<file path="src/rtl/scinstmem_loader.sv">
// Byte-stream loader for the CPU instruction RAM. The CPU fetch port is combinational.
// Optional checksum stage enabled by defining CHECKSUM_EN.
module scinstmem_loader #(
    parameter int unsigned AW     = 5,
    parameter int unsigned NWORDS = 32
) (
    input  logic        clk_i,
    input  logic        reset_i,
    input  logic        start_i,
    input  logic        byte_valid_i,
    input  logic [7:0]  byte_data_i,
    output logic        byte_ready_o,
    input  logic [31:0] a_i,
    output logic [31:0] inst_o,
    output logic        busy_o,
    output logic        done_o,
    output logic        cpu_hold_o,
    output logic        err_o
);

    localparam logic [AW-1:0] LastAddr = AW'(NWORDS - 1);

    typedef enum logic [1:0] {StIdle, StLoad, StDone, StCheck} state_e;

    state_e          state_q, state_d;
    logic [AW-1:0]   waddr_q, waddr_d;
    logic [1:0]      idx_q, idx_d;
    logic [23:0]     wbuf_q, wbuf_d;
    logic            we;
    logic [31:0]     mem_q [2**AW];
`ifdef CHECKSUM_EN
    logic [7:0]      csum_q, csum_d;
    logic            err_q, err_d;
`endif

    always_comb begin
        state_d = state_q;
        waddr_d = waddr_q;
        idx_d   = idx_q;
        wbuf_d  = wbuf_q;
        we      = 1'b0;
`ifdef CHECKSUM_EN
        csum_d  = csum_q;
        err_d   = err_q;
`endif
        unique case (state_q)
            StIdle, StDone: begin
                if (start_i) begin
                    state_d = StLoad;
                    waddr_d = '0;
                    idx_d   = '0;
`ifdef CHECKSUM_EN
                    csum_d  = '0;
                    err_d   = 1'b0;
`endif
                end
            end
            StLoad: begin
                if (byte_valid_i) begin
                    wbuf_d = {wbuf_q[15:0], byte_data_i};
                    idx_d  = idx_q + 2'd1;
`ifdef CHECKSUM_EN
                    csum_d = csum_q ^ byte_data_i;
`endif
                    if (idx_q == 2'd3) begin
                        we      = 1'b1;
                        waddr_d = waddr_q + AW'(1);
                        if (waddr_q == LastAddr) begin
`ifdef CHECKSUM_EN
                            state_d = StCheck;
`else
                            state_d = StDone;
`endif
                        end
                    end
                end
            end
            StCheck: begin
`ifdef CHECKSUM_EN
                if (byte_valid_i) begin
                    if (byte_data_i == csum_q) begin
                        state_d = StDone;
                    end else begin
                        state_d = StIdle;
                        err_d   = 1'b1;
                    end
                end
`else
                state_d = StIdle;
`endif
            end
            default: state_d = StIdle;
        endcase
    end

    always_ff @(posedge clk_i) begin
        if (reset_i) begin
            state_q <= StIdle;
            waddr_q <= '0;
            idx_q   <= '0;
            wbuf_q  <= '0;
`ifdef CHECKSUM_EN
            csum_q  <= '0;
            err_q   <= 1'b0;
`endif
        end else begin
            state_q <= state_d;
            waddr_q <= waddr_d;
            idx_q   <= idx_d;
            wbuf_q  <= wbuf_d;
`ifdef CHECKSUM_EN
            csum_q  <= csum_d;
            err_q   <= err_d;
`endif
        end
    end

    // RAM contents survive reset; only the write of a completing word is suppressed.
    always_ff @(posedge clk_i) begin
        if (we && !reset_i) begin
            mem_q[waddr_q] <= {wbuf_q, byte_data_i};
        end
    end

    logic unused_a;
    assign unused_a = ^{a_i[31:AW+2], a_i[1:0]};

    assign inst_o       = mem_q[a_i[AW+1:2]];
    assign byte_ready_o = (state_q == StLoad) || (state_q == StCheck);
    assign busy_o       = byte_ready_o;
    assign done_o       = (state_q == StDone);
    assign cpu_hold_o   = (state_q != StDone);
`ifdef CHECKSUM_EN
    assign err_o        = err_q;
`else
    assign err_o        = 1'b0;
`endif

endmodule

</file>
<file path="config.mk">
export PLATFORM = sky130hd
export DESIGN_NAME = scinstmem_loader
export DESIGN_NICKNAME = d
export VERILOG_FILES = /design/src/rtl/scinstmem_loader.sv
export SDC_FILE = /design/constraint.sdc
export NUM_CORES = 1
export LEC_CHECK = 0
export ABC_AREA = 0
export CAP_MARGIN = 20
export CORE_MARGIN = 3
export CORE_UTILIZATION = 51
export CTS_CLUSTER_SIZE = 24
export DETAILED_ROUTE_END_ITERATION = 7
export PLACE_DENSITY = 0.67
export SKIP_LAST_GASP = 1
export SLEW_MARGIN = 5
export SYNTH_ARGS = -nofsm -noshare
export SYNTH_HDL_FRONTEND = slang
export SYNTH_SLANG_ARGS = --single-unit
</file>
<file path="constraint.sdc">
create_clock -name clk_i -period 4.19 [get_ports clk_i]
set_input_delay 0.838 -clock clk_i [delete_from_list [all_inputs] [get_ports clk_i]]
set_output_delay 0.838 -clock clk_i [all_outputs]
set_load 0.1 [all_outputs]
</file>
==> flow_summary.ini <==
[route]
initialDrtViolationCount = 2266
dr.pass1.iters = 5
drt-wirelength-per-cell_um = 26.7
wl_mm = 98.1
vias = 22200
via_per_inst = 6.05
ant_nets = 0
drc = 0

[finish]
nNetsFinal = 2588
drive_gt1_share_pct = 13.2
diodes = 0
area_growth_pct = 16.4
finish.utilization_pct = 60.3
fin_area_mm2 = 0.0479
instances_no_fill = 3674

[clock_tree]
clock_sinks = 1057
clockBufferDepth = 3
htreeDepth = 3
cts_hold_buffers = 0
post_cts_buffers = 0
cts_resized = 0
clk_latency_ns = 0.66
clkTransAtPathRegs_ns = 0.06
clock-root-buffer = clkbuf_16
cts_buffers = 100
cts_tree = yes

[sta]
rsz0062_at_grt = no
fmax_mhz = 256
finalWorstSetupSlack_ns = 0.280
worst_pin_slew_ns = 1.09
fin_skew_ns = 0.0260
max-slew-margin-rel_pct = 27.0
setup_tns_ns = 0
period_needed_ns = 3.91
setup_viol = 0
fin_hold_ws_ns = 0.498
period_share_pct = 93.3
final_hold_viol_count = 0
drv_slew = 0

[critical_path]
start_kind = primary input
cp-end-kind = primary output
cp_max_fo = 11
setup.worst_path.class = in2out
required_ns = 3.35
cp_data_arrival_time_ns = 3.07

[placed_design]
detailed_place.area_mm2 = 0.0443
pre_cts_slack_ns = 0.279
hpwl_mm = 54.3
dp.cells = 3470
io_buffer_count = 52
gp_congestion = 0.790

[power_and_ir_drop]
total_power_mw = 21.7
power_frac_comb_pct = 6.1
p_leak_nw = 16.7
vdd_ir_drop_max_uv = 301
pwr-share-clk_pct = 40.9
intPower_mw = 17.1
p_seq_share_pct = 53.1
power.switching_mw = 4.66
p_per_area_mw_per_mm2 = 453
switching_share_pct = 21.5

[synth]
synth_largest_area_cell = edfxtp_1
synth_seq_cells = 1057
synthTopCellsByArea = edfxtp_1 75%, mux2i_1 12%, a22oi_1 1.8%, dfxtp_1 1.6%, a21oi_1 1.5%
synth.most_common_cell = edfxtp_1
synth_ff_type = edfxtp_1
ys_warn_count = 0
syn_area_mm2 = 0.0412
synthCells = 2396
yosys-top-cells-count = 1024 x edfxtp_1, 512 x mux2i_1, 157 x nand2_1
yosys.area.top_type_share_pct = 74.7
ys_seq_area_share_pct = 76.3
syn-num-nets = 2446
synth_area_per_cell_um2 = 17.2
synth_edf_count = 1024
yosysUniqueCellTypes = 34
ys_async_sr_fraction_pct = 0

[floorplan]
die_w_um = 290
core_mm2 = 0.0795
dieHeight_um = 290
row_count = 103
dieArea_mm2 = 0.0842
io_pins = 81
start_util_pct = 51.8

[grt]
grt_max_degree = 58
track_usage_pct = 22.9
grt_pass1_vias = 22100
grt_overflow = 0
grt_pass1_wl_mm = 144
antenna_found_initial = 0

[run]
maxCapViolations = 0

[hold_path]
min_path_type = reg2reg

[status]
status = finished, final reports clean
-- power groups by stage --
stage                     Sequential (mW)  Combinational [mW]  Clock (mW)
after CTS                            11.5                1.29        8.99
after global placement               11.8                1.27           0
after global routing                 11.5                1.37        9.41
final                                11.5                1.32        8.87
after detailed placement             11.8                1.29           0
after floorplan                      11.7               0.810           0
-- cells in the final DEF (no fill, tap or decap), drive strengths merged, types with 2 or more instances in the layout --
cell / netlist / routed
and2: 2 / 2
a22o: 64 / 64
buf: 91 / 161
a22oi: 96 / 96
mux2i: 512 / 512
nor2b: 3 / 3
edfxtp: 1024 / 1024
bufinv: 0 / 9
and2b: 2 / 2
nor2: 40 / 40
dfxtp: 33 / 33
clkdlybuf4s50: 0 / 19
clkbuf: 51 / 122
nand2b: 3 / 3
nand2: 157 / 157
clkinv: 0 / 53
clkinvlp: 0 / 4
a21oi: 125 / 125
nand3: 100 / 100
ha: 6 / 6
xor2: 2 / 2
inv: 3 / 5
nand3b: 4 / 4
a31oi: 33 / 33
nor3: 36 / 36
-- area by class of cell --
class	count	area [um^2]
Inverter	3	11.3
Fill cell	5595	31600
Sequential cell	1057	31400
Clock inverter	68	579
Tap cell	1050	1310
Multi-Input combinational cell	1194	9180
Timing Repair Buffer	182	2780
Clock buffer	120	2660
-- worst paths after layout --
path,start,endpoint,slack [ns],cells past startpoint
max,a_i[2],inst_o[22],0.28,9
min,idx_q[1]$_SDFFE_PP0P_,idx_q[1]$_SDFFE_PP0P_,0.50,2
max reg2reg,idx_q[0]$_SDFFE_PP0P_,mem_q[28][31]$_DFFE_PP_,1.19,6
min reg2reg,idx_q[1]$_SDFFE_PP0P_,idx_q[1]$_SDFFE_PP0P_,0.50,2
-- critical path: stages --
cell and delay, ns:
clkdlybuf4s50_1 0.63, and2_4 0.30, buf_12 0.18, buf_4 0.22, buf_4 0.21, a22oi_1 0.10, nand3_1 0.12, nand3_1 0.21
buf_12 0.24
-- registers in the layout (all words and copies together), names as in the netlist --
name / cells
mem_q: 1024
wbuf_q: 24
waddr_q: 5
idx_q: 2
state_q: 2
-- cells by family (layout without fill, tap and decap cells) --
| kind of cell | after synthesis | in the layout | synth area share, % |
|---|---|---|---|
| mux | 512 | 512 | 12.4 |
| fa+ha+maj | 6 | 6 | 0.182 |
| buf+inv | 145 | 373 | 2.10 |
| flops | 1057 | 1057 | 76.3 |
| simple gates | 352 | 352 | 3.76 |
| other cells | 1 | 1 | 0.00911 |
| xor+xnor | 3 | 3 | 0.0638 |
| compound gates | 320 | 320 | 5.17 |
-- metal layers --
| layer | vias to the layer above | GRT usage, % | wire, um |
|---|---|---|---|
| li1 | 9712 | - | - |
| met1 | 11400 | 32.9 | 41100 |
| met2 | 932 | 37.0 | 47100 |
| met3 | 159 | 3.17 | 7400 |
| met4 | 0 | 6.87 | 2520 |
| met5 | - | 0 | 0 |
No activity file was read; power rests on OpenSTA's default activity.
